--- config.mk ---
export PLATFORM = sky130hd
export DESIGN_NAME = uc
export DESIGN_NICKNAME = d
export VERILOG_FILES = /design/src/rtl/uc_pkg.sv /design/src/rtl/uc_decode.sv /design/src/rtl/uc.sv
export SDC_FILE = /design/constraint.sdc
export NUM_CORES = 1
export LEC_CHECK = 0
export ABC_AREA = 1
export BUFFER_PORTS_ARGS = -buffer_cell sky130_fd_sc_hd__buf_2
export CORE_AREA = 3 3 40 42
export CTS_CLUSTER_SIZE = 8
export DETAILED_ROUTE_END_ITERATION = 12
export DIE_AREA = 0 0 43 45
export HOLD_SLACK_MARGIN = 0.12
export SYNTH_ARGS = -nofsm -noshare
export SYNTH_HDL_FRONTEND = slang
export SYNTH_SLANG_ARGS = --single-unit
export TNS_END_PERCENT = 20
--- constraint.sdc ---
create_clock -name clk -period 1.3 [get_ports clk]
set_clock_uncertainty 0.2 [all_clocks]
set_input_delay 0.13 -clock clk [delete_from_list [all_inputs] [get_ports clk]]
set_output_delay 0.13 -clock clk [all_outputs]
set_load 0.02 [all_outputs]
--- src/rtl/uc_pkg.sv ---
// Shared definitions for the microc control unit: opcodes, ALU ops, fault codes,
// state encoding and the bundled control-output struct.
package uc_pkg;

    localparam logic [5:0] OP_LI  = 6'b100000;
    localparam logic [5:0] OP_J   = 6'b110000;
    localparam logic [5:0] OP_JZ  = 6'b110001;
    localparam logic [5:0] OP_JNZ = 6'b110010;
    localparam logic [5:0] OP_JAL = 6'b110011;
    localparam logic [5:0] OP_RET = 6'b110100;

    localparam logic [2:0] ALU_PASS = 3'b000;
    localparam logic [2:0] ALU_ADD  = 3'b010;
    localparam logic [2:0] ALU_SUB  = 3'b011;

    localparam logic [1:0] FC_NONE      = 2'b00;
    localparam logic [1:0] FC_ILLEGAL   = 2'b01;
    localparam logic [1:0] FC_UNDERFLOW = 2'b10;
    localparam logic [1:0] FC_OVERFLOW  = 2'b11;

    typedef enum logic {
        ST_RUN   = 1'b0,
        ST_FAULT = 1'b1
    } state_t;

    typedef struct packed {
        logic       s_ret;
        logic       s_rre;
        logic       s_inc;
        logic       s_inm;
        logic       we3;
        logic       wez;
        logic [2:0] op;
    } ctrl_t;

endpackage

--- src/rtl/uc_decode.sv ---
// Purely combinational opcode decode: raw control word plus jal/ret/illegal strobes.
module uc_decode
    import uc_pkg::*;
(
    input  logic [5:0] opcode,
    input  logic       z,
    output ctrl_t      ctrl,
    output logic       is_jal,
    output logic       is_ret,
    output logic       illegal
);

    always_comb begin
        ctrl    = '0;
        is_jal  = 1'b0;
        is_ret  = 1'b0;
        illegal = 1'b0;
        if (!opcode[5]) begin
            ctrl.we3   = 1'b1;
            ctrl.wez   = 1'b1;
            ctrl.s_inc = 1'b1;
            ctrl.op    = opcode[4:2];
        end else begin
            case (opcode)
                OP_LI: begin
                    ctrl.we3   = 1'b1;
                    ctrl.s_inc = 1'b1;
                    ctrl.s_inm = 1'b1;
                    ctrl.op    = ALU_PASS;
                end
                OP_J: ctrl.s_inm = 1'b1;
                OP_JZ: begin
                    ctrl.s_inm = z;
                    ctrl.s_inc = ~z;
                end
                OP_JNZ: begin
                    ctrl.s_inm = ~z;
                    ctrl.s_inc = z;
                end
                OP_JAL: begin
                    ctrl.s_inm = 1'b1;
                    ctrl.s_rre = 1'b1;
                    is_jal     = 1'b1;
                end
                OP_RET: begin
                    ctrl.s_ret = 1'b1;
                    is_ret     = 1'b1;
                end
                default: illegal = 1'b1;
            endcase
        end
    end

endmodule

--- src/rtl/uc.sv ---
// microc control unit: decode plus a RUN/FAULT supervisor with sticky fault code.
// Define UC_STACK_CHECK_EN to enable the call-depth counter and stack under/overflow faults.
module uc
    import uc_pkg::*;
#(
    parameter  int STACK_DEPTH = 8,
    localparam int DEPTH_W     = $clog2(STACK_DEPTH + 1)
) (
    input  logic               clk,
    input  logic               reset,
    input  logic [5:0]         opcode,
    input  logic               z,
    output logic               s_inc,
    output logic               s_inm,
    output logic               s_ret,
    output logic               s_rre,
    output logic               we3,
    output logic               wez,
    output logic [2:0]         op,
    output logic               fault,
    output logic [1:0]         fault_code,
    output logic [DEPTH_W-1:0] depth
);

    ctrl_t        raw;
    ctrl_t        ctrl;
    logic         is_jal;
    logic         is_ret;
    logic         illegal;
    logic         fault_hit;
    logic [1:0]   fcode_d;
    state_t       state_q;
    logic [1:0]   fcode_q;

    uc_decode u_decode (
        .opcode  (opcode),
        .z       (z),
        .ctrl    (raw),
        .is_jal  (is_jal),
        .is_ret  (is_ret),
        .illegal (illegal)
    );

`ifdef UC_STACK_CHECK_EN
    logic [DEPTH_W-1:0] depth_q;
    logic               underflow;
    logic               overflow;

    assign underflow = is_ret && (depth_q == '0);
    assign overflow  = is_jal && (depth_q == DEPTH_W'(STACK_DEPTH));
    assign fault_hit = illegal | underflow | overflow;
    assign fcode_d   = illegal   ? FC_ILLEGAL   :
                       underflow ? FC_UNDERFLOW : FC_OVERFLOW;
    assign depth     = depth_q;

    // Depth only moves for a legal JAL/RET retired in RUN.
    always_ff @(posedge clk) begin
        if (reset) begin
            depth_q <= '0;
        end else if (state_q == ST_RUN && !fault_hit) begin
            if (is_jal)
                depth_q <= depth_q + 1'b1;
            else if (is_ret)
                depth_q <= depth_q - 1'b1;
        end
    end
`else
    logic unused_stack_strobes;

    assign unused_stack_strobes = is_jal ^ is_ret;
    assign fault_hit = illegal;
    assign fcode_d   = FC_ILLEGAL;
    assign depth     = '0;
`endif

    always_ff @(posedge clk) begin
        if (reset) begin
            state_q <= ST_RUN;
            fcode_q <= FC_NONE;
        end else if (state_q == ST_RUN && fault_hit) begin
            state_q <= ST_FAULT;
            fcode_q <= fcode_d;
        end
    end

    // The faulting instruction itself is already squashed to a NOP.
    always_comb begin
        ctrl = raw;
        if (reset) begin
            ctrl = '0;
        end else if (state_q == ST_FAULT || fault_hit) begin
            ctrl       = '0;
            ctrl.s_inc = 1'b1;
        end
    end

    assign s_ret      = ctrl.s_ret;
    assign s_rre      = ctrl.s_rre;
    assign s_inc      = ctrl.s_inc;
    assign s_inm      = ctrl.s_inm;
    assign we3        = ctrl.we3;
    assign wez        = ctrl.wez;
    assign op         = ctrl.op;
    assign fault      = (state_q == ST_FAULT);
    assign fault_code = fcode_q;

endmodule

==> results summary <==
The number of fillers in the final layout is 138. The number of synthesis warnings is 0. The flow ran to the end, but the final reports show violations. The data required time at the worst endpoint is 0.97 ns.

The number of max-slew violations in the final report is 0. At the end of the flow, the number of nets in the layout was 98. STA classifies the critical path startpoint as an input port. The total power per unit cell area came out at 362.7 nW/um^2. The global-route wire length before repair came out at 1.338 mm. Along the worst path, the maximum fanout reaches 6. The total global-route track usage came out at 8.209%. The final reports fail on setup timing.

The post-route worst setup slack is -0.1837 ns. The top cell types in the final layout, fill and taps aside, are buf_4 (17), buf_2 (13), inv_1 (10). The sequential-to-total area share from yosys stat is 6.667%.

The layout cell share with drive strength beyond 1 came out at 62.07%. The highest ir drop seen on vdd is 0.1272 mV. The overall power came out at 209.2 uW. The signal on the critical path passes through buf_2 -> nor2_4 -> nand3_2 -> nor2_2 -> nor2_2 -> nand2_2 -> nand3_4 -> nor2_1 -> buf_4. The count of max-cap constraint violations came out at 0. The die width is 43 um. The number of iterations in the first detailed-routing pass came out at 3. The setup path with the least slack is of type input port to output pin. The number of antenna diodes in the final layout is 0. The initial antenna violation count came out at 0. On the worst path, the slowest cell contributes a delay of 0.18 ns. Setup repair after global routing could not meet its margin everywhere. The number of core rows came out at 13. The area of the core is 1285 sq um. The flip-flop count of the largest register, all copies and words added is 1. The wire-length estimate of the detail-placed layout is 711.8 um. The largest net degree at the start of global routing came out at 7.

The sum of overflow across all layers after global routing came out at 0. The synthesis-to-finish area growth came out at 92.08%. The slowest library cell on the worst path is nor2_4. The number of instances in the synthesized netlist came out at 57. The core occupancy in the finished layout is 44.89%. The highest attainable clock frequency came out at 674.0 MHz. The arrival time at the worst endpoint came out at 1.15 ns.

The insertion delay of the later-clocked pin in the worst-skew pair came out at 0 ns. The number of global-route vias before repair came out at 373. The full die area came out at 1935 sq um. In this design, the critical path's most frequently occurring cell is nor2_2. The class of the tightest hold or removal check is input port to output pin.

The gate family responsible for the most delay along the worst path is simple AND/OR/NAND/NOR gates. The post-route setup TNS came out at -0.8781 ns. The post-synthesis average cell area came out at 5.268 sq um. The worst-case setup slack after placement came out at -0.1737 ns. The effective utilization at floorplan is 23.37%. The worst setup path is captured at an output pin. The top-level I/O count is 25. The static power due to leakage is 0.3248 nW.

The number of library cell types mapped by synthesis came out at 15. Together, buffers and inverters on the worst path number 2. The wire length per cell came out at 8.402 um.

The final critical-path required period is 1.484 ns. The ratio of routed vias to standard cells came out at 4.196. The number of input and output port buffers inserted is 19.

The routed wire length came out at 857 um. The most common cell after layout, fill and taps aside is buf_4. For this block, the initial DRC count from the detailed router was 5. The number of hold violations in the final report is 0. The post-route DRC violation count came out at 0. The routed via count came out at 428. After synthesis the cells add up to 300.3 sq um.

The final critical path takes up 114.1% of the cycle. The final number of setup-violating endpoints is 6. The routability congestion estimate came out at 0.6970.

The chip height is 45 um. The number of nets still failing antenna checks after routing is 0. The post-synthesis sequential element count is 1.
[synth_stat cells (all sizes together)]
cell / number / area (sq um)
inv: 12 / 45.04
nand4: 1 / 6.260
nor3: 3 / 15.01
nand3: 7 / 50.05
a31oi: 1 / 6.260
buf: 6 / 45.04
conb: 1 / 3.750
nor2: 15 / 66.32
nand2: 10 / 42.54
dfxtp: 1 / 20.02
[tightest hold or removal path: cells and delay by family]
kind / cells / cell delay [ns]
buffers and inverters: 2 / 0.26
AND/OR/NAND/NOR: 1 / 0.05
[path summary, 6_finish.rpt]
path / startpoint / end / slack (ns) / cells past startpoint
max: opcode[2] / s_rre / -0.18 / 9
min: reset / wez / 0.36 / 3
max reg2reg: fault_code[0]$_SDFFE_PP0P_ / fault_code[0]$_SDFFE_PP0P_ / 0.25 / 5
min reg2reg: fault_code[0]$_SDFFE_PP0P_ / fault_code[0]$_SDFFE_PP0P_ / 0.56 / 5
[cell type report]
type	count	area, sq um	area share, %
multi-input combinational	42	277.8	48.16
timing repair buffer	32	215.2	37.31
sequential	1	20.02	3.471
inverter	12	45.04	7.809
tap	15	18.77	3.254
[per-stage QoR]
step / cell area [sq um] / hold slack (ns) / cells
2_1_floorplan: 349.1 / 0.09921 / 61
3_3_place_gp: 493.0 / 0.3647 / 99
3_5_place_dp: 493.0 / 0.3633 / 99
4_1_cts: 530.5 / 0.3638 / 101
5_1_grt: 576.8 / 0.3788 / 102
6_report: 576.8 / 0.3609 / 102
[per-layer routing]
layer	global-route usage [%]	up-vias	part of all wire, %
li1	-	225	-
met1	9.286	192	42
met2	17.66	11	52
met3	0.3984	0	5.5
met4	0	0	0
met5	0	-	0
[what timing repair did]
action / in CTS / in global routing
pin swaps: 1 / 1
gates resized for setup: 8 / 10
endpoints found under the setup margin: 6 / 7
buffers inserted: 2 / 1
hold buffers: 0 / 0
[cell families (layout without fill, tap and decap cells)]
family	count (synthesis)	in the layout	synth area share (%)
compound gates	1	1	2.085
flops	1	1	6.667
buf+inv	18	44	30.00
simple gates	36	36	60.00
other cells	1	5	1.249
[where the power goes]
group          internal (mW)  switching (mW)  total [mW]
logic                 0.0701           0.102       0.172
clock network              0               0           0
registers             0.0339         0.00334      0.0372
(Power assumes the default switching activity.)
